### config.mk
export PLATFORM = sky130hd
export DESIGN_NAME = prl_rx_message_if
export DESIGN_NICKNAME = d
export VERILOG_FILES = /design/src/rtl/prl_rx_message_if.sv
export SDC_FILE = /design/constraint.sdc
export NUM_CORES = 1
export LEC_CHECK = 0
export CAP_MARGIN = 10
export CORE_ASPECT_RATIO = 0.7
export CORE_MARGIN = 1
export CORE_UTILIZATION = 40
export CTS_CLUSTER_SIZE = 24
export DETAILED_ROUTE_END_ITERATION = 10
export GPL_TIMING_DRIVEN = 0
export PLACE_DENSITY_LB_ADDON = 0.12
export SYNTH_ARGS = -nofsm -noshare
export SYNTH_HDL_FRONTEND = slang
export SYNTH_SLANG_ARGS = --single-unit
### constraint.sdc
create_clock -name clk -period 2.9 [get_ports clk]
set_input_delay 0.29 -clock clk [delete_from_list [all_inputs] [get_ports clk]]
set_output_delay 0.29 -clock clk [all_outputs]
set_load 0.02 [all_outputs]
### src/rtl/prl_rx_message_if.sv
// prl_rx_message_if: buffers received PRL messages in a FIFO and hands them to the PE one at a time.
// Ports:
//   clk, rst_n                       clock, asynchronous active-low reset
//   prl_rx_st_message_if_*           one-cycle message pulse from the PRL RX state machine plus its fields
//   prl_rx_if_clear                  flush pulse on protocol hard/soft reset
//   prl_rx_if_full / prl_rx_if_drop  registered FIFO-full level / one-cycle overflow drop pulse
//   pl2pe_rx_en, pl2pe_rx_*          level-valid presentation of the head entry (data zero when not valid)
//   pe2pl_rx_ack                     one-cycle consume pulse from the PE
//   pl2pe_rx_timeout                 one-cycle pulse when the PE leaves a message unacknowledged too long
module prl_rx_message_if #(
  parameter int          DEPTH       = 2,
  parameter int          PTR_W       = 1,
  parameter logic [15:0] ACK_TIMEOUT = 16'd1000
) (
  input  logic        clk,
  input  logic        rst_n,
  input  logic        prl_rx_st_message_if_en,
  input  logic [2:0]  prl_rx_st_message_if_sop_type,
  input  logic [1:0]  prl_rx_st_message_if_message_type,
  input  logic [4:0]  prl_rx_st_message_if_header_type,
  input  logic [4:0]  prl_rx_st_message_if_info,
  input  logic [35:0] prl_rx_st_message_if_ex_info,
  input  logic        prl_rx_if_clear,
  output logic        prl_rx_if_full,
  output logic        prl_rx_if_drop,
  output logic        pl2pe_rx_en,
  output logic [6:0]  pl2pe_rx_type,
  output logic [2:0]  pl2pe_rx_sop_type,
  output logic [4:0]  pl2pe_rx_info,
  output logic [35:0] pl2pe_rx_ex_info,
  input  logic        pe2pl_rx_ack,
  output logic        pl2pe_rx_timeout
);
  localparam logic [PTR_W:0] FULL_CNT = (PTR_W+1)'(DEPTH);
  typedef enum logic [1:0] {IDLE, VALID, GAP} state_t;
  state_t           state, state_n;
  logic [50:0]      mem [DEPTH];
  logic [50:0]      head, wr_data;
  logic [PTR_W-1:0] wr_ptr, rd_ptr;
  logic [PTR_W:0]   count, count_n;
  logic [15:0]      timer, timer_n;
  logic             push, pop, timeout_n;
  assign wr_data = {prl_rx_st_message_if_sop_type, prl_rx_st_message_if_message_type,
                    prl_rx_st_message_if_header_type, prl_rx_st_message_if_info,
                    prl_rx_st_message_if_ex_info};
  assign head              = mem[rd_ptr];
  assign pl2pe_rx_en       = (state == VALID);
  assign pl2pe_rx_sop_type = pl2pe_rx_en ? head[50:48] : '0;
  assign pl2pe_rx_type     = pl2pe_rx_en ? head[47:41] : '0;
  assign pl2pe_rx_info     = pl2pe_rx_en ? head[40:36] : '0;
  assign pl2pe_rx_ex_info  = pl2pe_rx_en ? head[35:0]  : '0;
  // Clear swallows any same-cycle push or ack; a full FIFO still accepts when the head pops.
  always_comb begin
    pop       = pe2pl_rx_ack && pl2pe_rx_en && !prl_rx_if_clear;
    push      = prl_rx_st_message_if_en && !prl_rx_if_clear && (count != FULL_CNT || pop);
    count_n   = count + (PTR_W+1)'(push) - (PTR_W+1)'(pop);
    timer_n   = (prl_rx_if_clear || pop || !pl2pe_rx_en) ? '0 :
                (timer != ACK_TIMEOUT) ? timer + 16'd1 : timer;
    // Timer saturates one past the trigger value, so the pulse fires once per entry.
    timeout_n = pl2pe_rx_en && !pop && !prl_rx_if_clear && (timer == ACK_TIMEOUT - 16'd1);
    state_n   = state;
    case (state)
      IDLE:    state_n = (count != '0 || push) ? VALID : IDLE;
      VALID:   state_n = pop ? GAP : VALID;
      GAP:     state_n = (count_n != '0) ? VALID : IDLE;
      default: state_n = IDLE;
    endcase
    if (prl_rx_if_clear) state_n = IDLE;
  end
  always_ff @(posedge clk) begin
    if (push) mem[wr_ptr] <= wr_data;
  end
  always_ff @(posedge clk or negedge rst_n) begin
    if (!rst_n) begin
      state            <= IDLE;
      wr_ptr           <= '0;
      rd_ptr           <= '0;
      count            <= '0;
      timer            <= '0;
      prl_rx_if_full   <= 1'b0;
      prl_rx_if_drop   <= 1'b0;
      pl2pe_rx_timeout <= 1'b0;
    end else begin
      state            <= state_n;
      wr_ptr           <= prl_rx_if_clear ? '0 : wr_ptr + PTR_W'(push);
      rd_ptr           <= prl_rx_if_clear ? '0 : rd_ptr + PTR_W'(pop);
      count            <= prl_rx_if_clear ? '0 : count_n;
      timer            <= timer_n;
      prl_rx_if_full   <= !prl_rx_if_clear && (count_n == FULL_CNT);
      prl_rx_if_drop   <= prl_rx_st_message_if_en && !push && !prl_rx_if_clear;
      pl2pe_rx_timeout <= timeout_n;
    end
  end
endmodule

==> impl_results.md <==
* Max-cap violations at 0
* Final setup viols at 0
* Hold slack at 0.155 ns
* Die Width at 137 µm
* Family with the most delay on the worst path: buffers and inverters
* Footprint of the multi-input gates at 1340 µm²
* Net switching power at 1.23 mW
* HP Class: input pin to asynchronous set/reset pin
* RePlAce Congestion at 0.810
* Leakage power at 2.44 nW
* Worst Skew at 0.00662 ns
* Logic pwr share at 0.166
* Most common cell in the netlist: edfxtp_1
* RSZ-0062 raised after global routing: no
* Post-synth top area cell: edfxtp_1
* Area share of the leading cell type in the synthesized netlist at 0.598
* Die span in y at 96.7 µm
* GRT Residual Overflow at 0
* Outcome: finished, final reports clean
* Port bufs at 110
* Cell internal pwr at 3.70 mW
* Synth Warn # at 0
* Reg power frac at 0.424
* Synth top area cells: edfxtp_1, dfrtp_1, mux2i_1
* Initial core utilization at 0.411
* CP max FO at 10
* WP buf/inv at 3
* Post-layout nets at 539
* Final min period at 2.71 ns
* CORE AREA at 12,500 µm²
* Switching power share of the total at 0.249
* Vias per std cell at 4.72
* Synthesized instance count at 345
* Setup Fix Bufs, Post-CTS at 0
* Hold-fix buffers, CTS at 0
* FF/Latch Area at 3690 µm²
* Worst setup SP type: flop
* Worst-Margin Slew at 0.746 ns
* Slowest CP cell: clkdlybuf4s50_1
* Ys flop type: edfxtp_1
* Post-synth ARST share at 0.197
* DR DRC count at 0
* Final instance area at 7080 µm²
* Placement-stage cell area at 6470 µm²
* Layout cell share with drive strength beyond 1 at 0.0959
* Vias in the first global route at 3,138
* Cell Count Post-Placement at 619
* Fin. max-slew vios at 0
* Fmax at 369 MHz
* Clk pin slew, worst setup/hold paths at 0.06 ns
* Vias post-DR at 3,075
* Clock Power Share at 0.410
* Crit-path max cell delay at 0.63 ns
* I/O Pins at 111
* Worst Path Required at 2.61 ns
* GRT Overall Usage at 0.160
* P&R area growth vs syn at 38.1%
* Synthesized area at 5120 µm²
* Crit path cell chain: clkbuf_1 > clkbuf_2 > mux2i_1 > nor2_1 > clkdlybuf4s50_1
* Total Routed Length at 9920 µm
* Detailed Routing Iterations Pass 1 at 4
* Period utilization at 0.934
* Wire length of the first global-routing pass at 15,900 µm
* # rows at 34
* Post-DP HPWL at 6440 µm
* WL/cell at 15.2 µm
* Layout Cells excl Fill at 652
* Setup total negative slack at 0 ns
* Net Count, Synth at 407
* Antenna diode count at 0
* Post-synth EDFFs at 102
* Worst-Skew Late Latency at 0.40 ns
* Largest net degree at the start of global routing at 28
* Final Hold Viols at 0
* Flops & latches, synth at 127
* CP Data Arrival Time at 2.42 ns
* Final WS setup at 0.193 ns
* Synth cell count leaders: edfxtp_1, nor2_1, mux2i_1
* PwrDens at 697 nW/µm²
* CTS tree: done
* Seq/Total Area, Yosys at 0.720
* # clock sinks at 127
* Pre-CTS WS at 0.149 ns
* H-tree levels at 4
* Initial DRC Count at 193
* Initial antenna violation count at 0
* Critical Path End Type: output pin
* Die area at 13,300 µm²
* Fill count at 1,036
* Root Buffer: clkbuf_16
* Worst vdd ir at 456 µV
* Clock tree buffer depth at 2
* Synth cell types at 36
* Num CTS Buffers at 17
* Crit Path Class: flop to output pin
* Synth Area per Inst at 14.9 µm²
* Final ANT Viol Nets at 0
* Rel. slew slack at 0.502
-- layer usage --
metal | GRT usage | vias up | part of all wire
li1 | - | 1520 | -
met1 | 0.222 | 1463 | 0.49
met2 | 0.227 | 85 | 0.43
met3 | 0.0645 | 7 | 0.068
met4 | 0.0507 | 0 | 0.0075
met5 | 0 | - | 0
-- sequential cells by signal, summed over array words and instances (netlist names) --
| register | flops |
|---|---|
| pl2pe_rx_timeout | 1 |
| rd_ptr | 1 |
| wr_ptr | 1 |
| count | 2 |
| prl_rx_if_full | 1 |
| mem | 102 |
| timer | 16 |
| state | 2 |
| prl_rx_if_drop | 1 |
-- power groups by stage --
stage | logic (mW) | clock network [mW] | registers (mW)
finish | 0.818 | 2.03 | 2.09
global route | 0.887 | 2.14 | 2.10
CTS | 0.829 | 2.06 | 2.09
detailed placement | 0.824 | 0 | 2.13
global placement | 0.812 | 0 | 2.13
floorplan | 0.428 | 0 | 2.13
-- per-stage QoR --
stage,util,power [mW]
6_report,0.568,4.93
5_1_grt,0.568,5.13
4_1_cts,0.566,4.98
3_5_place_dp,0.519,2.95
3_3_place_gp,0.516,2.94
2_1_floorplan,-,2.56
-- kinds of logic (layout without fill, tap and decap cells) --
group / Yosys count / in the layout / synth area share
muxes: 52 / 52 / 0.102
adders and majority gates: 6 / 6 / 0.0146
AOI/OAI and AO/OA: 8 / 8 / 0.0107
DFF: 127 / 127 / 0.720
buffers and inverters: 26 / 171 / 0.0208
xor gates and xnor gates: 14 / 14 / 0.0239
and+or+nand+nor: 112 / 112 / 0.109
-- worst register-to-register path: stages (launching register included) --
cell      delay, ns
dfrtp_1        0.39
nand2b_4       0.14
buf_6          0.14
nor3b_1        0.24
or3b_2         0.18
and3b_1        0.20
ha_2           0.68
buf_12         0.28
-- final timing paths --
path                                            end                             start  slack [ns]  cells past startpoint
max                             pl2pe_rx_ex_info[3]                  rd_ptr$_DFF_PN0_        0.19                      5
min                        prl_rx_if_full$_DFF_PN0_                             rst_n        0.16                      1
max reg2reg                     mem[1][9]$_DFFE_PP_                state[1]$_DFF_PN0_        0.33                      7
min reg2reg                      state[0]$_DFF_PN0_                state[0]$_DFF_PN0_        0.52                      1
max in group asynchronous      timer[9]$_DFFE_PN0P_                             rst_n        2.33                      2
min in group clk               mem[0][18]$_DFFE_PP_  prl_rx_st_message_if_ex_info[18]        0.47                      1
-- cell type report --
| type | count | area share |
|---|---|---|
| multi-input cells | 192 | 0.189 |
| clock inverters | 15 | 0.0205 |
| well taps | 162 | 0.0286 |
| flip-flops and latches | 127 | 0.521 |
| clock buffers | 17 | 0.0601 |
| inverters | 10 | 0.00530 |
| repair buffers | 113 | 0.165 |
| plain buffers | 16 | 0.0106 |
-- what timing repair did --
| action | CTS | global route |
|---|---|---|
| endpoints found under the hold margin | 0 | 0 |
| gates resized for setup | 5 | 0 |
| endpoints found under the setup margin | 50 | 0 |
-- placed cells by master, fill, tap and decap left out, types with 5 or more instances in the layout --
cell	count
mux2i_1	52
xnor2_1	10
clkbuf_1	8
edfxtp_1	102
clkbuf_16	17
clkdlybuf4s50_1	110
nor2_1	68
nand3_1	5
dfrtp_1	25
inv_1	10
nand2_1	5
nor3_1	5
Note: power is estimated with default switching activity, not from simulation.
